[config.mk]
export PLATFORM = sky130hd
export DESIGN_NAME = lcd_bus_monitor
export DESIGN_NICKNAME = d
export VERILOG_FILES = /design/src/rtl/lcd_bus_monitor.sv
export SDC_FILE = /design/constraint.sdc
export NUM_CORES = 1
export LEC_CHECK = 0
export ABC_AREA = 1
export CAP_MARGIN = 20
export CORE_MARGIN = 5
export CORE_UTILIZATION = 62
export DETAILED_ROUTE_END_ITERATION = 6
export PLACE_DENSITY = 0.88
export SLEW_MARGIN = 20
export SYNTH_ARGS = -nofsm -noshare
export SYNTH_HDL_FRONTEND = slang
export SYNTH_SLANG_ARGS = --single-unit
[constraint.sdc]
create_clock -name CLK -period 15.3 [get_ports CLK]
set_input_delay 2.295 -clock CLK [delete_from_list [all_inputs] [get_ports CLK]]
set_output_delay 2.295 -clock CLK [all_outputs]
set_load 0.005 [all_outputs]
[src/rtl/lcd_bus_monitor.sv]
// lcd_bus_monitor
//   Passive observer of an HD44780-style parallel LCD bus. Decodes each
//   EN-strobed transfer as a command or a data write. Keeps a 2x16 shadow of
//   the visible display RAM and flags EN width / spacing violations.
//
// Ports
//   CLK, RST        system clock, async active-high reset
//   RS, EN, DATA    raw LCD bus (asynchronous to CLK)
//   RD_ADDR         shadow read index {line, column[3:0]}
//   CLR_ERR         synchronous clear of the sticky error flags
//   RD_CHAR         registered shadow byte at RD_ADDR
//   WR_STB/WR_ADDR  character-stored pulse and its index
//   CMD_STB/CMD     command-decoded pulse and last command byte
//   CURSOR          address counter
//   DISP_ON         display-on bit
//   BUSY            clear fill in progress
//   ERR_PULSE       sticky: EN high shorter than MIN_EN_HIGH
//   ERR_GAP         sticky: transfer started too early or while BUSY
//
// state    | meaning
// ---------+-----------------------------------------------------------
// S_IDLE   | waiting for a synchronized EN rising edge
// S_HIGH   | counting EN-high cycles until the falling edge
// S_DECODE | one cycle: apply the latched command / data byte
// S_CLEAR  | writing spaces into all 32 shadow entries, BUSY high

module lcd_bus_monitor #(
   parameter int MIN_EN_HIGH = 4,
   parameter int MIN_GAP     = 4000
) (
   input  logic       CLK,
   input  logic       RST,
   input  logic       RS,
   input  logic       EN,
   input  logic [7:0] DATA,
   input  logic [4:0] RD_ADDR,
   input  logic       CLR_ERR,
   output logic [7:0] RD_CHAR,
   output logic       WR_STB,
   output logic [4:0] WR_ADDR,
   output logic       CMD_STB,
   output logic [7:0] CMD,
   output logic [4:0] CURSOR,
   output logic       DISP_ON,
   output logic       BUSY,
   output logic       ERR_PULSE,
   output logic       ERR_GAP
);

   localparam int HW = $clog2(MIN_EN_HIGH + 1);
   localparam int GW = $clog2(MIN_GAP + 1);
   localparam logic [HW-1:0] HI_MIN  = HW'(MIN_EN_HIGH);
   localparam logic [GW-1:0] GAP_MIN = GW'(MIN_GAP);

   typedef enum logic [1:0] {S_IDLE, S_HIGH, S_DECODE, S_CLEAR} state_t;
   state_t state, state_nxt;

   logic          en_s1, en_s2, en_d, rs_s1, rs_s2;
   logic [7:0]    data_s1, data_s2;
   logic          en_rise, en_fall;
   logic [HW-1:0] hi_cnt;
   logic [GW-1:0] gap_cnt;
   logic [4:0]    fill_idx;
   logic          rs_lat;
   logic [7:0]    dat_lat;
   logic          id_inc, cgram;
   logic [7:0]    shadow [32];
   logic          accept, short_pulse, gap_err, start, is_clear;

   // RS/DATA take the same two-flop path as EN so they stay aligned with it.
   always_ff @(posedge CLK or posedge RST) begin
      if (RST) begin
         en_s1   <= 1'b0;
         en_s2   <= 1'b0;
         en_d    <= 1'b0;
         rs_s1   <= 1'b0;
         rs_s2   <= 1'b0;
         data_s1 <= '0;
         data_s2 <= '0;
      end else begin
         en_s1   <= EN;
         en_s2   <= en_s1;
         en_d    <= en_s2;
         rs_s1   <= RS;
         rs_s2   <= rs_s1;
         data_s1 <= DATA;
         data_s2 <= data_s1;
      end
   end

   assign en_rise  = en_s2 & ~en_d;
   assign en_fall  = ~en_s2 & en_d;
   assign is_clear = ~rs_lat & (dat_lat == 8'h01);
   assign BUSY     = (state == S_CLEAR);

   always_ff @(posedge CLK or posedge RST) begin
      if (RST) state <= S_IDLE;
      else     state <= state_nxt;
   end

   always_comb begin
      state_nxt   = state;
      start       = 1'b0;
      accept      = 1'b0;
      short_pulse = 1'b0;
      gap_err     = 1'b0;
      case (state)
         S_IDLE: begin
            if (en_rise) begin
               state_nxt = S_HIGH;
               start     = 1'b1;
               gap_err   = (gap_cnt < GAP_MIN);
            end
         end
         S_HIGH: begin
            if (en_fall) begin
               if (hi_cnt >= HI_MIN) begin
                  state_nxt = S_DECODE;
                  accept    = 1'b1;
               end else begin
                  state_nxt   = S_IDLE;
                  short_pulse = 1'b1;
               end
            end
         end
         S_DECODE: begin
            state_nxt = is_clear ? S_CLEAR : S_IDLE;
            // A rise here is always early; if a clear follows, the bus is
            // about to be busy and the transfer is dropped.
            if (en_rise) begin
               gap_err = (gap_cnt < GAP_MIN) | is_clear;
               if (!is_clear) begin
                  state_nxt = S_HIGH;
                  start     = 1'b1;
               end
            end
         end
         S_CLEAR: begin
            gap_err = en_rise;
            if (fill_idx == 5'd31) state_nxt = S_IDLE;
         end
         default: state_nxt = S_IDLE;
      endcase
   end

   always_ff @(posedge CLK or posedge RST) begin
      if (RST) begin
         hi_cnt    <= '0;
         gap_cnt   <= GAP_MIN;
         fill_idx  <= '0;
         rs_lat    <= 1'b0;
         dat_lat   <= '0;
         id_inc    <= 1'b1;
         cgram     <= 1'b0;
         for (int i = 0; i < 32; i++) shadow[i] <= 8'h20;
         RD_CHAR   <= 8'h20;
         WR_STB    <= 1'b0;
         WR_ADDR   <= '0;
         CMD_STB   <= 1'b0;
         CMD       <= '0;
         CURSOR    <= '0;
         DISP_ON   <= 1'b0;
         ERR_PULSE <= 1'b0;
         ERR_GAP   <= 1'b0;
      end else begin
         WR_STB    <= 1'b0;
         CMD_STB   <= 1'b0;
         RD_CHAR   <= shadow[RD_ADDR];
         // A new error wins over a simultaneous clear.
         ERR_PULSE <= short_pulse | (ERR_PULSE & ~CLR_ERR);
         ERR_GAP   <= gap_err | (ERR_GAP & ~CLR_ERR);

         if (start)
            hi_cnt <= HW'(1);
         else if (state == S_HIGH && en_s2 && hi_cnt < HI_MIN)
            hi_cnt <= hi_cnt + 1'b1;

         if (accept) begin
            gap_cnt <= '0;
            rs_lat  <= rs_s2;
            dat_lat <= data_s2;
         end else if (gap_cnt < GAP_MIN) begin
            gap_cnt <= gap_cnt + 1'b1;
         end

         if (state == S_DECODE) begin
            if (rs_lat) begin
               if (!cgram) begin
                  shadow[CURSOR] <= dat_lat;
                  WR_ADDR        <= CURSOR;
                  WR_STB         <= 1'b1;
                  CURSOR         <= id_inc ? CURSOR + 5'd1 : CURSOR - 5'd1;
               end
            end else begin
               CMD_STB <= 1'b1;
               CMD     <= dat_lat;
               casez (dat_lat)
                  8'b1???????: begin
                     cgram  <= 1'b0;
                     CURSOR <= {dat_lat[6], dat_lat[3:0]};
                  end
                  8'b01??????: cgram <= 1'b1;
                  8'b001?????: begin end
                  8'b0001????: begin
                     if (!dat_lat[3])
                        CURSOR <= dat_lat[2] ? CURSOR + 5'd1 : CURSOR - 5'd1;
                  end
                  8'b00001???: DISP_ON <= dat_lat[2];
                  8'b000001??: id_inc  <= dat_lat[1];
                  8'b0000001?: CURSOR  <= '0;
                  8'b00000001: begin
                     CURSOR <= '0;
                     id_inc <= 1'b1;
                     cgram  <= 1'b0;
                  end
                  default: begin end
               endcase
            end
         end

         if (state == S_CLEAR) begin
            shadow[fill_idx] <= 8'h20;
            fill_idx         <= fill_idx + 5'd1;
         end
      end
   end

endmodule

* Yosys cells after proc, flatten, opt, wreduce, memory -nomap -nowiden
Index checks and enable logic that the tools add are counted.
Word-level totals: bits in registers 341, input port bits 18, output and inout port bits 32, logic and storage cells 172
Cells by class: add/sub/neg operators 5, $lt $le $gt $ge 8, equality and inequality tests 15, mux-type cells 50, bitwise logic cells 19, reductions and logical operators 19
Operator list (number):
- two-way mux 256 bit | 4
- bitwise mux 256 bit | 1
- AND 224 bit | 1
- NOT 224 bit | 1
- demux 8 bit (select 5 bit) | 2
- binary-select mux 8 bit (select 5 bit) | 1
- two-way mux 8 bit | 4
- bitwise OR 32 bit | 1
- two-way mux 5 bit | 5
- two-way mux 12 bit | 2
- >= comparator 6 bit (second input constant) | 3
- NOT 5 -> 6 bit | 3
- two-way mux 1 bit | 16
- one-hot mux 5 bit (3 select lines) | 1
- AND reduction 3 bit | 5
- two-way mux 2 bit | 7
- adder 12 x 1 -> 12 bit (second input constant) | 1
- less-than comparator 12 bit (second input constant) | 1
- less-than comparator 6 x 1 -> 1 bit (second input constant) | 2
- adder 5 x 1 -> 5 bit (second input constant) | 2
- equality test 8 x 1 -> 1 bit (second input constant) | 1
- one-hot mux 2 bit (4 select lines) | 1
- nonzero test 2 bit | 4
- equality test 7 x 1 -> 1 bit (second input constant) | 1
- other kinds (25) | 46

* Depth between registers and ports, before layout
Gate-level depths: netlist of run 1.
word-level depth 11, depth in mapped cells 11, gate-level depth less buffers 11

* Least setup slack after synthesis of run 1
Ideal clock, no wire load.
kind input to register, start input RD_ADDR[0], end register RD_CHAR[0], library setup time 65 ps, data arrival time 3229 ps, data required time 15235 ps, setup slack 12006 ps, stages on the path 11, buffers on the path 2, cells stage by stage inv_1 > buf_2 > clkbuf_1 > nand2_1 > nand3_1 > nand3_1 > nand2_1 > nand2_1 > nand2_1 > nand2_1 > nand2_1
On the way: word-level cells in the longest chain between the ends 4
Ends and longest elaborated chain:
- start, declared | RTL line 36 | input logic [4:0] RD_ADDR,
- NOT 5 -> 6 bit (not written as such) | RTL line 168 | RD_CHAR <= shadow[RD_ADDR];
- binary-select mux 8 bit (select 5 bit) | RTL line 168
- two-way mux 8 bit (not written as such) (2 in a row) | RTL line 168
- end signal, assigned | RTL line 168
- end, declared | RTL line 38 | output logic [7:0] RD_CHAR,
Every way passes these cells. The select of a mux whose other input is x is not followed. A chain may end at the register's enable or synchronous reset.

* Worst setup path after layout of run 1
Same ends and word-level chain as after synthesis.

==> results of run 1 <==
area by class of cell:
class | instances | area share, %
multi-input combinational | 1642 | 38.9
inverter | 133 | 2.75
timing repair buffer | 56 | 2.95
sequential | 341 | 46.2
tap | 341 | 2.30
clock inverter | 15 | 1.00
clock buffer | 53 | 5.91
critical path: stages:
cell	delay, ns
buf_4	0.41
clkinv_2	0.81
buf_4	0.64
nand2_1	0.16
nand3_1	0.10
nand3_1	0.17
nand2_1	0.12
nand2_1	0.09
nand2_1	0.06
nand2_1	0.05
nand2_1	0.06
worst max-delay path by stage:
| stage | from | endpoint | slack [ns] | cells past startpoint |
|---|---|---|---|---|
| floorplan | RST | CMD[0] | 3.62 | 1 |
| global placement | RST | shadow[44] | 10.26 | 4 |
| detailed placement | RST | shadow[44] | 10.21 | 4 |
| CTS | RST | shadow[14] | 10.76 | 4 |
| global route | RST | shadow[34] | 10.41 | 4 |
| finish | RD_ADDR[0] | RD_CHAR[0] | 10.69 | 11 |
cell families after synthesis:
group,share of synthesized area [%]
AND/OR/NAND/NOR,31.4
AO/OA/AOI/OAI,10.5
XOR/XNOR,0.472
buffers and inverters,5.29
flip-flops,51.4
adder cells (fa/ha/maj),0.900
per-layer routing:
metal / up-vias / GRT usage (%) / part of all wire, %
met5: - / 0 / 0
met4: 0 / 15.3 / 5.7
met3: 232 / 6.33 / 11
met2: 1034 / 48.8 / 45
met1: 7371 / 42.6 / 38
li1: 7121 / - / -
report_power, final:
part	switching [mW]	internal, mW
logic	0.191	0.104
registers	0.141	0.958
clock network	0.365	0.569
Yosys cell counts, drive strengths merged:
library cell | n | area share (%)
o221ai | 1 | 0.052
nand4 | 10 | 0.46
dfstp | 40 | 6.3
nor3 | 5 | 0.15
xor2 | 5 | 0.26
ha | 12 | 0.90
nand2 | 503 | 12
o21ai | 292 | 8.8
clkbuf | 55 | 1.2
a31oi | 2 | 0.075
or2 | 2 | 0.075
a21oi | 48 | 1.4
clkinv | 4 | 0.090
buf | 38 | 1.1
o22ai | 2 | 0.075
o211ai | 2 | 0.090
inv | 129 | 2.9
nor2 | 517 | 12
xnor2 | 4 | 0.21
nand3 | 237 | 7.1
dfrtp | 301 | 45
registers in the layout, indices dropped and copies added (netlist names), 2 cells and up:
name	cells
shadow	256
gap_cnt	12
CMD	8
RD_CHAR	8
dat_lat	8
data_s1	8
data_s2	8
CURSOR	5
WR_ADDR	5
fill_idx	5
hi_cnt	3
state	2
through the flow:
stage / util, % / setup slack, ns / instance area (um^2) / std cells / hold WS (ns)
6_report: 69.5 / 10.69 / 18600 / 2581 / 0.340
5_1_grt: 69.5 / 10.41 / 18600 / 2581 / 0.365
4_1_cts: 69.5 / 10.76 / 18600 / 2581 / 0.344
3_5_place_dp: 64.7 / 10.21 / 17300 / 2513 / 0.336
3_3_place_gp: 64.7 / 10.26 / 17300 / 2513 / 0.333
2_1_floorplan: - / 3.62 / 16700 / 2209 / 0.331
==> flow_metrics.env, run 1 <==
export IMPL_setup_tns_final_ns=0
export IMPL_hold_viol=0
export IMPL_initial_utilization_pct=62.4
export IMPL_clock_fmax_ghz=0.217
export IMPL_core_area_um2=26700
export IMPL_reg2reg_to="shadow[115]"
export IMPL_syn_area_um2=16700
export IMPL_totalWireLength_mm=48.3
export IMPL_io_pins=50
export IMPL_antenna_found_initial=0
export IMPL_p_total_mw=2.33
export IMPL_drt_pass1_iterations=7
export IMPL_grt_ovfl_total=0
export IMPL_regArea_um2=8590
export IMPL_drt_iter0_markers=2047
export IMPL_ctsHoldBuffers=0
export IMPL_die_x_um=174
export IMPL_layout_common_cells="511 x nor2_1, 493 x nand2_1, 294 x dfrtp_1"
export IMPL_whs_path_depth=0
export IMPL_ys_seq_elements=341
export IMPL_critPathMaxFanout=69
export IMPL_cts_root_buf="clkbuf_16"
export IMPL_tightest_slew_ns=1.06
export IMPL_grt_pass1_vias=14800
export IMPL_gp_congestion=0.939
export IMPL_num_vias=15800
export IMPL_clk_insertion_delay_late_ns=0.53
export IMPL_cts_resized=0
export IMPL_min_from="en_s1"
export IMPL_r2r_cells=6
export IMPL_rsz0062_at_grt="no"
export IMPL_cts_num_sinks=341
export IMPL_ys_types=30
export IMPL_fillers=2069
export IMPL_hpwl_mm=30.3
export IMPL_syn_num_nets=2239
export IMPL_fin_crit_ns=4.61
export IMPL_post_cts_setup_buffers=0
export IMPL_synth_area_per_cell_um2=7.56
export IMPL_std_cell_rows=60
export IMPL_diodes=0
export IMPL_cts_tree="yes"
export IMPL_grtUsageTotal_pct=31.4
export IMPL_hp_class="flop to flop"
export IMPL_drv_slew=0
export IMPL_dieArea_um2=30300
export IMPL_worstSetupStartpointType="input port"
export IMPL_die_y_um=174
export IMPL_nets=2241
export IMPL_status="finished clean"
export IMPL_cp_required_ns=15.71
export IMPL_wire_per_inst_um=18.7
export IMPL_arrival_ns=5.02
export IMPL_crit_type="input port to flop"
export IMPL_final_period_utilization_pct=30.1
export IMPL_slew_headroom_pct=29.3
export IMPL_setup_violations=0
export IMPL_fin_skew_ns=0.0164
export IMPL_yosysWarnings=0
export IMPL_port_buffer_count=49
export IMPL_r2r_start="CURSOR[2]"
export IMPL_r2r_slack_ns=12.71
export IMPL_end_kind="flop"
export IMPL_grt_max_degree=177
export IMPL_mostFrequentLayoutCell="nor2_1"
export IMPL_grt_pass1_wl_mm=77.6
export IMPL_multiInputGateArea_um2=7220
export IMPL_power_density_nw_per_um2=125
export IMPL_seq_area_frac_synth_pct=51.4
export IMPL_p_leak_nw=8.97
export IMPL_drtAntennaViolNets=0
export IMPL_peakVddDrop_v=0.000120
export IMPL_path_clk_slew_ns=0.06
export IMPL_drcViolationCount=0
export IMPL_hold_end="en_s2"
export IMPL_area_delta_synth_final_pct=11.4
export IMPL_final_layout_size_suffix_gt1_share_pct=7.32
export IMPL_clockBufferDepth=3
export IMPL_cts_htree_levels=2
export IMPL_drv_cap=0
export IMPL_viasPerCell=6.11
export IMPL_numCtsBuffers=37
export IMPL_synthCells=2209
Power figures use the tool's default switching activity.
==> run 2, diff against run 1 <==
--- a/config.mk
+++ b/config.mk
@@ -8,9 +8,9 @@
 export ABC_AREA = 1
 export CAP_MARGIN = 20
 export CORE_MARGIN = 5
-export CORE_UTILIZATION = 62
+export CORE_UTILIZATION = 56
 export DETAILED_ROUTE_END_ITERATION = 6
-export PLACE_DENSITY = 0.88
+export PLACE_DENSITY = 0.84
 export SLEW_MARGIN = 20
 export SYNTH_ARGS = -nofsm -noshare
 export SYNTH_HDL_FRONTEND = slang
==> constraint.sdc (replaced) <==
create_clock -name CLK -period 4.2 [get_ports CLK]
set_input_delay 0.63 -clock CLK [delete_from_list [all_inputs] [get_ports CLK]]
set_output_delay 0.63 -clock CLK [all_outputs]
set_load 0.005 [all_outputs]
==> run 2 against run 1 <==
Compared with the run above:
- utilization fell by 6.3 points
- critical path depth fell by 8
- clock power rose to 3.5 times the previous value
- largest cell class unchanged
- final area rose by 0.53%
- sequential cell count did not move
- critical endpoint is now BUSY
- combinational power rose to 4.4 times the previous value
==> flow_metrics.env, run 2 (synthesized netlist as in run 1, its figures left out) <==
export IMPL_dieArea_um2=33400
export IMPL_drt_pass1_iterations=7
export IMPL_grt_ovfl_total=0
export IMPL_dp_cells=2573
export IMPL_r2r_slack_ns=1.65
export IMPL_hold_viol=0
export IMPL_crit_type="flop to output port"
export IMPL_clk_insertion_delay_late_ns=0.54
export IMPL_port_buffer_count=49
export IMPL_std_cell_rows=63
export IMPL_final_layout_size_suffix_gt1_share_pct=7.65
export IMPL_p_leak_nw=9.03
export IMPL_final_period_utilization_pct=62.1
export IMPL_setup_tns_final_ns=0
export IMPL_place_area_um2=17500
export IMPL_initial_utilization_pct=56.5
export IMPL_critical_path_top_delay_family="buffers and inverters"
export IMPL_crit_end="BUSY"
export IMPL_numCtsBuffers=36
export IMPL_reg2reg_to="shadow[187]"
export IMPL_tightest_slew_ns=1.01
export IMPL_die_x_um=183
export IMPL_ctsHoldBuffers=0
export IMPL_holdWs_ns=0.344
export IMPL_fillers=2485
export IMPL_path_cells="nand2_1 > clkinv_1 > clkdlybuf4s50_1"
export IMPL_slew_headroom_pct=32.7
export IMPL_path_clk_slew_ns=0.06
export IMPL_max_stage_delay_ns=0.57
export IMPL_grtUsageTotal_pct=29.1
export IMPL_cts_htree_levels=2
export IMPL_slowest_stage="clkdlybuf4s50_1"
export IMPL_arrival_ns=1.98
export IMPL_multiInputGateArea_um2=7220
export IMPL_setup_violations=0
export IMPL_grt_pass1_wl_mm=78.7
export IMPL_viasPerCell=5.90
export IMPL_die_y_um=183
export IMPL_num_vias=15600
export IMPL_fin_skew_ns=0.0265
export IMPL_clock_fmax_ghz=0.383
export IMPL_drcViolationCount=0
export IMPL_diodes=0
export IMPL_mostFrequentLayoutCell="nor2_1"
export IMPL_cp_required_ns=3.57
export IMPL_hpwl_mm=31.7
export IMPL_end_kind="output port"
export IMPL_setup_worst_path_start="state[1]"
export IMPL_antenna_found_initial=0
export IMPL_cts_root_buf="clkbuf_16"
export IMPL_drt_iter0_markers=2109
export IMPL_cts_resized=0
export IMPL_reg_top3="shadow (256), gap_cnt (12)"
export IMPL_power_density_nw_per_um2=447
export IMPL_io_pins=50
export IMPL_drtAntennaViolNets=0
export IMPL_top_register="shadow"
export IMPL_layout_common_cells="511 x nor2_1, 493 x nand2_1, 299 x dfrtp_1"
export IMPL_grt_max_degree=114
export IMPL_r2r_start="rs_lat"
export IMPL_crit_cells=3
export IMPL_cts_num_sinks=341
export IMPL_cp_num_buf_inv=2
export IMPL_core_area_um2=29600
export IMPL_r2r_cells=6
export IMPL_cts_tree="yes"
export IMPL_post_cts_setup_buffers=0
export IMPL_critPathMaxFanout=9
export IMPL_regArea_um2=8590
export IMPL_rsz0062_at_grt="no"
export IMPL_peakVddDrop_v=0.000420
export IMPL_wire_per_inst_um=18.4
export IMPL_drv_slew=0
export IMPL_nets=2251
export IMPL_area_delta_synth_final_pct=12.0
export IMPL_fin_cells=2638
export IMPL_fin_area_um2=18700
export IMPL_hp_class="flop to flop"
export IMPL_gp_congestion=1.04
export IMPL_worstSetupStartpointType="flop"
export IMPL_clockBufferDepth=3
export IMPL_grt_pass1_vias=15200
export IMPL_largest_reg_flops=256
export IMPL_totalWireLength_mm=48.5
export IMPL_drv_cap=0
export IMPL_fin_crit_ns=2.61
export IMPL_status="finished clean"
==> run 2: power by group <==
part,switching (mW),leakage [nW],internal (mW)
Sequential,0.307,4.53,3.49
Combinational,0.887,3.88,0.401
Clock,1.34,0.621,1.93
Total,2.53,9.03,5.82
==> run 2: routing by layer <==
layer  part of all wire (%)  up-vias  GRT usage [%]
met5                      0        -              0
met4                    5.2        0           12.9
li1                       -     7132              -
met1                     38     7259           37.9
met2                     45      959           45.6
met3                     12      219           8.13
==> run 2: worst min path at each step <==
| stage | startpoint | depth (start not counted) | end | slack, ns |
|---|---|---|---|---|
| after floorplan | data_s1[0] | 0 | data_s2[0] | 0.33 |
| after global placement | data_s1[4] | 0 | data_s2[4] | 0.33 |
| after detailed placement | data_s1[0] | 0 | data_s2[0] | 0.33 |
| after CTS | data_s1[0] | 0 | data_s2[0] | 0.34 |
| after global routing | data_s1[0] | 0 | data_s2[0] | 0.34 |
| final | data_s1[0] | 0 | data_s2[0] | 0.34 |
==> run 2: cell type report <==
type | instances | share of cell area [%]
well taps | 390 | 2.61
clock buffers | 50 | 5.80
clock inverters | 15 | 0.770
inverters | 133 | 2.70
multi-input cells | 1642 | 38.7
repair buffers | 67 | 3.51
flip-flops and latches | 341 | 46.0
==> run 2: worst reg2reg max path, cell delays in order (launching register included) <==
cell,delay (ns)
dfrtp_1,0.60
nand4_4,0.38
nor2_4,0.61
nand2_1,0.37
inv_1,0.29
nor2_1,0.09
nor2_1,0.14
==> run 2: stage by stage <==
step                      total power [mW]  utilization (%)  setup slack, ns
after detailed placement              5.09             59.1             1.36
after CTS                             8.34             63.2             1.58
final                                 8.36             63.2             1.59
after global routing                  8.67             63.2             1.48
after global placement                5.04             59.1             1.45
after floorplan                       4.52                -           -0.958
